**config.mk**
```make
export PLATFORM = sky130hd
export DESIGN_NAME = dht11_scheduler
export DESIGN_NICKNAME = d
export VERILOG_FILES = /design/src/rtl/dht11_pkg.sv /design/src/rtl/dht11_scheduler_ms_tick_gen.sv /design/src/rtl/dht11_scheduler.sv
export SDC_FILE = /design/constraint.sdc
export NUM_CORES = 1
export LEC_CHECK = 0
export CORE_ASPECT_RATIO = 0.7
export CORE_MARGIN = 3
export CORE_UTILIZATION = 50
export DETAILED_ROUTE_END_ITERATION = 8
export PLACE_DENSITY = 0.75
export REMOVE_ABC_BUFFERS = 1
export SYNTH_ARGS = -nofsm -noshare
export SYNTH_HDL_FRONTEND = slang
export SYNTH_SLANG_ARGS = --single-unit
```
**constraint.sdc**
```tcl
create_clock -name clk -period 1.9 [get_ports clk]
set_input_delay 0.38 -clock clk [delete_from_list [all_inputs] [get_ports clk]]
set_output_delay 0.38 -clock clk [all_outputs]
set_load 0.01 [all_outputs]
```
**src/rtl/dht11_pkg.sv**
```systemverilog
// Shared state encoding and default timing constants for the DHT11 measurement sequencer.
package dht11_pkg;

  typedef enum logic [1:0] {
    IDLE  = 2'd0,
    START = 2'd1,
    WAIT  = 2'd2,
    GAP   = 2'd3
  } state_t;

  localparam int DEF_TICK_DIV   = 100_000;
  localparam int DEF_PERIOD_MS  = 2000;
  localparam int DEF_GAP_MS     = 1000;
  localparam int DEF_TIMEOUT_MS = 50;
  localparam int DEF_MAX_RETRY  = 3;

  // Millisecond counters are 16 bits wide, enough for any realistic period, gap or timeout.
  localparam int MS_W = 16;

endpackage

```
**src/rtl/dht11_scheduler_ms_tick_gen.sv**
```systemverilog
// Millisecond prescaler: counts 0..TICK_DIV-1 while enabled and flags the terminal count.
module ms_tick_gen
  import dht11_pkg::*;
#(
  parameter int TICK_DIV = DEF_TICK_DIV
) (
  input  logic clk,
  input  logic rst,
  input  logic clr,
  input  logic en,
  output logic tick
);

  localparam int CW = (TICK_DIV > 1) ? $clog2(TICK_DIV) : 1;
  localparam logic [CW-1:0] TERM = CW'(TICK_DIV - 1);

  logic [CW-1:0] cnt;

  always_ff @(posedge clk) begin
    if (!rst) begin
      cnt <= '0;
    end else if (clr) begin
      cnt <= '0;
    end else if (en) begin
      cnt <= (cnt == TERM) ? '0 : cnt + 1'b1;
    end
  end

  assign tick = en && (cnt == TERM);

endmodule

```
**src/rtl/dht11_scheduler.sv**
```systemverilog
// Measurement sequencer for dht11_controller: auto/manual scheduling, inter-read gap,
// transaction timeout with retries, and a hold register for the last good RH/T bytes.
module dht11_scheduler
  import dht11_pkg::*;
#(
  parameter int TICK_DIV   = DEF_TICK_DIV,
  parameter int PERIOD_MS  = DEF_PERIOD_MS,
  parameter int GAP_MS     = DEF_GAP_MS,
  parameter int TIMEOUT_MS = DEF_TIMEOUT_MS,
  parameter int MAX_RETRY  = DEF_MAX_RETRY
) (
  input  logic                           clk,
  input  logic                           rst,
  input  logic                           manual_req,
  input  logic                           auto_en,
  input  logic                           dht11_done,
  input  logic                           dht11_valid,
  input  logic [7:0]                     rh_in,
  input  logic [7:0]                     t_in,
  output logic                           dht11_start,
  output logic [7:0]                     rh_data,
  output logic [7:0]                     t_data,
  output logic                           data_valid,
  output logic                           new_data,
  output logic                           err_flag,
  output logic [$clog2(MAX_RETRY+1)-1:0] retry_cnt,
  output logic                           busy
);

  localparam int RW = $clog2(MAX_RETRY + 1);
  localparam logic [RW-1:0]   RETRY_MAX  = RW'(MAX_RETRY);
  localparam logic [MS_W-1:0] GAP_END    = MS_W'(GAP_MS - 1);
  localparam logic [MS_W-1:0] TMO_END    = MS_W'(TIMEOUT_MS - 1);
  localparam logic [MS_W-1:0] PERIOD_END = MS_W'(PERIOD_MS - 1);

  state_t state, next_state;

  logic            state_change;
  logic            fsm_tick;
  logic            p_tick;
  logic [MS_W-1:0] ms_cnt;
  logic [MS_W-1:0] p_ms;
  logic            period_fire;
  logic            gap_done;
  logic            timeout;
  logic            good_read;
  logic            bad_read;
  logic            can_retry;
  logic            pending;

  logic            start_d;
  logic            busy_d;
  logic            new_d;
  logic            valid_d;
  logic            err_d;
  logic            pending_d;
  logic [7:0]      rh_d;
  logic [7:0]      t_d;
  logic [RW-1:0]   retry_d;

  assign state_change = (next_state != state);

  // Restarting the FSM prescaler on every transition makes N ms exactly N*TICK_DIV cycles.
  ms_tick_gen #(.TICK_DIV(TICK_DIV)) u_fsm_tick (
    .clk  (clk),
    .rst  (rst),
    .clr  (state_change),
    .en   (1'b1),
    .tick (fsm_tick)
  );

  ms_tick_gen #(.TICK_DIV(TICK_DIV)) u_period_tick (
    .clk  (clk),
    .rst  (rst),
    .clr  (!auto_en),
    .en   (auto_en),
    .tick (p_tick)
  );

  always_ff @(posedge clk) begin
    if (!rst) begin
      ms_cnt <= '0;
    end else if (state_change) begin
      ms_cnt <= '0;
    end else if (fsm_tick) begin
      ms_cnt <= ms_cnt + 1'b1;
    end
  end

  always_ff @(posedge clk) begin
    if (!rst) begin
      p_ms <= '0;
    end else if (!auto_en) begin
      p_ms <= '0;
    end else if (p_tick) begin
      p_ms <= period_fire ? '0 : p_ms + 1'b1;
    end
  end

  assign period_fire = p_tick && (p_ms == PERIOD_END);
  assign gap_done    = (state == GAP)  && fsm_tick && (ms_cnt == GAP_END);
  assign timeout     = (state == WAIT) && fsm_tick && (ms_cnt == TMO_END);
  assign good_read   = (state == WAIT) && dht11_done && dht11_valid;
  // A done pulse in the same cycle as the timeout takes precedence over it.
  assign bad_read    = (state == WAIT) && ((dht11_done && !dht11_valid) || (!dht11_done && timeout));
  assign can_retry   = (retry_cnt < RETRY_MAX);

  always_ff @(posedge clk) begin
    if (!rst) begin
      state <= GAP;
    end else begin
      state <= next_state;
    end
  end

  always_comb begin
    next_state = state;
    case (state)
      IDLE:    if (pending) next_state = START;
      START:   next_state = WAIT;
      WAIT:    if (good_read || bad_read) next_state = GAP;
      GAP:     if (gap_done) next_state = IDLE;
      default: next_state = GAP;
    endcase
  end

  always_comb begin
    start_d   = (next_state == START);
    busy_d    = (next_state != IDLE);
    new_d     = good_read;
    rh_d      = good_read ? rh_in : rh_data;
    t_d       = good_read ? t_in  : t_data;
    valid_d   = data_valid || good_read;
    err_d     = err_flag;
    retry_d   = retry_cnt;
    pending_d = pending || manual_req || period_fire;

    if (good_read) begin
      err_d   = 1'b0;
      retry_d = '0;
    end else if (bad_read) begin
      if (can_retry) begin
        retry_d   = retry_cnt + 1'b1;
        pending_d = 1'b1;
      end else begin
        err_d   = 1'b1;
        retry_d = '0;
      end
    end

    // Entering START consumes every request collected so far.
    if (next_state == START && state != START) begin
      pending_d = 1'b0;
    end
  end

  always_ff @(posedge clk) begin
    if (!rst) begin
      dht11_start <= 1'b0;
      busy        <= 1'b1;
      new_data    <= 1'b0;
      rh_data     <= '0;
      t_data      <= '0;
      data_valid  <= 1'b0;
      err_flag    <= 1'b0;
      retry_cnt   <= '0;
      pending     <= 1'b0;
    end else begin
      dht11_start <= start_d;
      busy        <= busy_d;
      new_data    <= new_d;
      rh_data     <= rh_d;
      t_data      <= t_d;
      data_valid  <= valid_d;
      err_flag    <= err_d;
      retry_cnt   <= retry_d;
      pending     <= pending_d;
    end
  end

endmodule

```
* Yosys cells after proc, flatten, opt, wreduce, memory -nomap -nowiden
Index checks and enable logic that the tools add are counted.
Widths: inputs -> output; s select.
** Operators by class
- $add $sub $neg :: 5
- Order comparisons :: 1
- Eq/ne operators :: 11
- Muxes and demuxes :: 9
- Bitwise logic cells :: 3
- Reductions and logical operators :: 28
** Operator list (count)
- $add 17x1->17 const B :: 2
- $eq 17x17->1 const B :: 2
- $add 16x1->16 const B :: 2
- $eq 16x10->1 const B :: 1
- $eq 16x11->1 const B :: 1
- $eq 16x6->1 const B :: 1
- $mux 16 :: 1
- $logic_and 1x1->1 :: 12
- $mux 2 :: 4
- $pmux 2 s4 :: 1
- $reduce_or 2->1 :: 3
- $reduce_or 3->1 :: 2
- $logic_or 1x1->1 :: 5
- $eq 2x1->1 const B :: 2
- $eq 2x2->1 const B :: 2
- $reduce_and 2->1 :: 2
- $mux 1 :: 3
- $not 1->1 :: 3
- $add 2x1->2 const B :: 1
- $logic_not 1->1 :: 2
- $logic_not 2->1 :: 1
- $lt 2x2->1 const B :: 1
- $ne 2x1->1 const B :: 1
- $ne 2x2->1 :: 1
- $reduce_bool 2->1 :: 1
** Storage, ports and cells
- Flip-flop bits (word level) :: 92
- Bits of input ports :: 22
- Output and inout port bits :: 23

* Longest topological paths before layout
- Depth after elaboration :: 12
- Mapped depth :: 8

* Modules after synthesis
From an unflattened synthesis, not the netlist that was laid out.
** Second synthesis, totals
- Cell total of the unflattened synthesis :: 505
- Area, all modules :: 4460.5 µm²
** Modules (own cells, without submodules)
- dht11_scheduler :: instances 1, cells an instance 303, area an instance 2723.9 µm², seq. area each 1161.1 µm²
- ms_tick_gen :: instances 2, cells an instance 101, area an instance 868.3 µm², seq. area each 340.3 µm²

* Worst setup path before layout
No wires, ideal clock.
- Path kind :: register to register
- Start point :: register ms_cnt[12]
- End point :: register ms_cnt[15]
- Arrival :: 1.886 ns
- Required time :: 1.785 ns
- Slack :: -0.101 ns
- Stages on the path, launching flop included :: 7
- Path buffers :: 1
- Period minus slack after synthesis :: 2.001 ns
- Cells stage by stage :: dfxtp_1 or4_4 nor4_4 a22oi_1 o21bai_4 buf_6 nor2_1
** Between the ends
- Longest elaborated chain between the ends :: 10
- Elaborated cells on any way between the ends :: 14
- Those cells by class :: 1 x add/sub; 3 x eq/ne; 3 x mux; 7 x reduce/logical
** RTL lines
- start: declaration :: RTL line dht11_scheduler.sv:41 : logic [MS_W-1:0] ms_cnt;
- start signal: assignment :: RTL line dht11_scheduler.sv:86 : ms_cnt <= ms_cnt + 1'b1;
- $eq 16x6->1 :: RTL line dht11_scheduler.sv:102 : assign timeout = (state == WAIT) && fsm_tick && (ms_cnt == TMO_END);
- $logic_and 1x1->1 :: RTL line dht11_scheduler.sv:102
- $logic_and 1x1->1 :: RTL line dht11_scheduler.sv:105 : assign bad_read = (state == WAIT) && ((dht11_done && !dht11_valid) || (!dht11_done && timeout));
- $logic_or 1x1->1 :: RTL line dht11_scheduler.sv:105
- $logic_and 1x1->1 :: RTL line dht11_scheduler.sv:105
- $logic_or 1x1->1 :: RTL line dht11_scheduler.sv:121 : WAIT: if (good_read || bad_read) next_state = GAP;
- $mux 2 :: RTL line dht11_scheduler.sv:121
- $pmux 2 s4 :: RTL line dht11_scheduler.sv:118 : case (state)
- $ne 2x2->1 :: RTL line dht11_scheduler.sv:61 : assign state_change = (next_state != state);
- $reduce_or 2->1 (no line)
Several ways; a longest one is shown, not always the timed one.
A chain may end at the register's enable or synchronous reset.

* Worst setup path in the final report
- Start point :: register ms_cnt[12]
- End point :: register retry_cnt[0]
** Between the ends
- Longest elaborated chain between the ends :: 5
** RTL lines
- $eq 16x6->1 :: RTL line dht11_scheduler.sv:102
- $logic_and 1x1->1 :: RTL line dht11_scheduler.sv:102
- $logic_and 1x1->1 :: RTL line dht11_scheduler.sv:105
- $logic_or 1x1->1 :: RTL line dht11_scheduler.sv:105
- $logic_and 1x1->1 :: RTL line dht11_scheduler.sv:105
- end signal: assignment :: RTL line dht11_scheduler.sv:176 : retry_cnt <= retry_d;
- end: declaration :: RTL line dht11_scheduler.sv:26 : output logic [$clog2(MAX_RETRY+1)-1:0] retry_cnt,
Every way passes these cells.

==> results.txt <==
Critical R2R Capture: retry_cnt[0]
Root buffer cell: clkbuf_16
Cells after synthesis: 485
# diodes: 0
Drt first pass iters: 4
Vias in the first global route: 3,376
H-tree Lvls: 3
# clock sinks: 92
Worst rel slew slack: 65.6%
DR iter-0 viols: 163
Synth-to-Final Area Change: 33.2%
CTS buffer count: 9
Hold Crit Depth: 2
Pre-CTS setup slack: -0.0677 ns
Core footprint: 0.00794 sq mm
Clk_skew: 0.00569 ns
Sw frac: 20.9%
Clock power share: 44.5%
CP Max Fanout: 3
Final WL: 8.99 mm
Number of nets with antenna violations after routing: 0
Die width: 115 um
Skew-Pair Late Insertion Delay: 0.34 ns
NetSw: 0.785 mW
Commonest cells post-synth: 92 x dfxtp_1, 70 x nor2_1, 65 x nand2_1
Share of the synthesized area in the top cell type: 44.5%
Status: finished with violations
Die height: 82.1 um
Max VDD drop: 0.000508 V
Reg-to-Reg Start: ms_cnt[12]
GP Congestion: 0.817
Hold Crit Endpoint: t_data[4]
Input/output buffers: 44
Cell with the most instances after synthesis: dfxtp_1
Crit path required time: 2.13 ns
Crit Path Class: reg -> reg
RSZ-0062 raised after global routing: yes
GR Overflow Total: 0
Number of synthesized flops with an enable pin: 0
Max Root-Sink Buffers: 2
Share of layout cells above drive strength 1: 16.8%
Synth area leader: dfxtp_1
Syn Std Cell Area: 0.00414 sq mm
Hold_sp: t_data[4]
Setup-failing EPs final: 24
Clock transition at path regs: 0.06 ns
Max-cap violations: 0
Flops & latches, synth: 92
Vias post-DR: 3,666
Power Internal: 2.98 mW
Routed wire per std cell: 13.1 um
Synth Area per Inst: 8.53 sq um
Site row count: 27
Post-synth cell types: 46
Critical path startpoint category: flop
FFs w/ async S/R, synth: 0%
Global router's overall resource usage: 19.3%
Reg-to-reg slack, setup: -0.11 ns
Reg2reg path depth: 6
Final Hold Fails: 0
Measured slew at the worst slew-check pin: 0.514 ns
Fin crit share: 106%
Power Density: 683 mW/mm^2
Antenna violations before repair: 0
Sequential area share after synthesis: 44.5%
DRC: 0
Final worst setup slack: -0.107 ns
Hold Crit Class: reg -> reg
CTS tree: yes
Final Critical Period: 2.01 ns
Post-detail-place hpwl: 6.49 mm
DR vias/cell: 5.34
Final Max Slew Viols: 0
Initial Util: 52.1%
Ports: 45
Die area: 0.00942 sq mm
Worst setup EP type: flop
Peak Freq: 498 MHz
Share of total power in combinational logic: 3.8%
First-pass GRT wire length: 14.7 mm
Largest net degree at the start of global routing: 19
Arrival @ worst endpoint: 2.24 ns
Syn. warnings: 0
Total power: 3.77 mW
Leakage power: 1.92 nW
Sequential share of power: 51.6%
Top post-synthesis cells by area: dfxtp_1 45%, xnor2_1 6.6%, nor2_1 6.4%, nand2_1 5.9%, xor2_1 4.2%
Fin util: 69.4%
WHS: 0.457 ns
Failing checks: setup timing
Dominant synthesized flop cell: dfxtp_1
Layout Nets: 608
## sequential cells by signal, summed over array words and instances (netlist names)
| register | count |
|---|---|
| u_fsm_tick.cnt | 17 |
| u_period_tick.cnt | 17 |
| ms_cnt | 16 |
| p_ms | 16 |
| rh_data | 8 |
| t_data | 8 |
| retry_cnt | 2 |
| state | 2 |
| busy | 1 |
| data_valid | 1 |
| dht11_start | 1 |
| err_flag | 1 |
| new_data | 1 |
| pending | 1 |
## worst max-delay path, cell delays in order, from the launching register on
cell,delay (ns)
dfxtp_1,0.31
or4_4,0.56
nor4_2,0.30
buf_4,0.16
and4_4,0.23
nor2_4,0.04
mux2_4,0.30
## power by group through the flow
stage / logic [mW] / clock network (mW) / registers (mW)
global route: 0.157 / 1.80 / 1.94
global placement: 0.141 / 0 / 1.99
detailed placement: 0.143 / 0 / 1.99
CTS: 0.145 / 1.73 / 1.94
finish: 0.144 / 1.68 / 1.94
floorplan: 0.0394 / 0 / 1.99
## area by class of cell
cell class                 count  area, sq um
fill                         604         2430
multi-input combinational    367         2300
sequential                    92         1840
timing repair buffer         102          926
clock buffer                  11          253
tap                          101          126
clock inverter                 5         36.3
inverter                       8         30.0
## logic make-up (layout without fill, tap and decap cells)
| kind of cell | after synthesis | after routing | synth area share, % |
|---|---|---|---|
| mux | 2 | 2 | 0.605 |
| buf+inv | 26 | 126 | 2.54 |
| compound gates | 53 | 53 | 8.44 |
| xor+xnor | 51 | 51 | 10.8 |
| simple gates | 255 | 255 | 31.3 |
| fa+ha+maj | 6 | 6 | 1.81 |
| flops | 92 | 92 | 44.5 |
## layout by cell type, fill, tap and decap left out, types with 7 or more instances in the layout
| cell | instances |
|---|---|
| nand2_1 | 65 |
| buf_4 | 54 |
| nand4_1 | 14 |
| a21oi_1 | 14 |
| nand3_1 | 25 |
| or3_1 | 8 |
| inv_1 | 7 |
| and3_1 | 10 |
| clkbuf_16 | 9 |
| clkdlybuf4s50_1 | 44 |
| dfxtp_1 | 91 |
| a21boi_0 | 16 |
| nor2_1 | 68 |
| nor3_1 | 15 |
| xor2_1 | 20 |
| and4_1 | 9 |
| xnor2_1 | 31 |
## stage by stage
step	instance area, sq um	cells	setup TNS, ns
4_1_cts	5430	685	-1.04
3_5_place_dp	5100	668	-0.832
3_3_place_gp	5100	668	-0.0539
6_report	5510	686	-1.50
5_1_grt	5510	686	-4.13
2_1_floorplan	4060	467	-2.14
## routing by layer
metal  track usage (%)  vias up  part of all wire [%]
met5                 0        -                     0
met2              31.8       82                    44
met1              24.7     1699                    48
met3              5.17       12                   6.3
li1                  -     1873                     -
met4              6.57        0                   1.2
## how the worst max path moves through the flow
stage                            from      endpoint  slack, ns  cells after the start
floorplan           u_fsm_tick.cnt[0]    ms_cnt[12]      -0.14                      6
CTS                         ms_cnt[1]  retry_cnt[0]      -0.10                      8
finish                     ms_cnt[12]  retry_cnt[0]      -0.11                      6
global route               ms_cnt[12]  retry_cnt[0]      -0.20                      6
global placement           ms_cnt[12]  retry_cnt[0]      -0.05                      6
detailed placement         ms_cnt[12]  retry_cnt[0]      -0.07                      6
## timing repair
| item | in CTS | in global routing |
|---|---|---|
| cloned | 0 | 0 |
| setup buffers | 1 | 1 |
| setup endpoints to repair | 28 | 33 |
| hold buffers | 0 | 0 |
| resized for setup | 11 | 18 |
| pin swaps | 5 | 2 |
(Power assumes the default switching activity.)
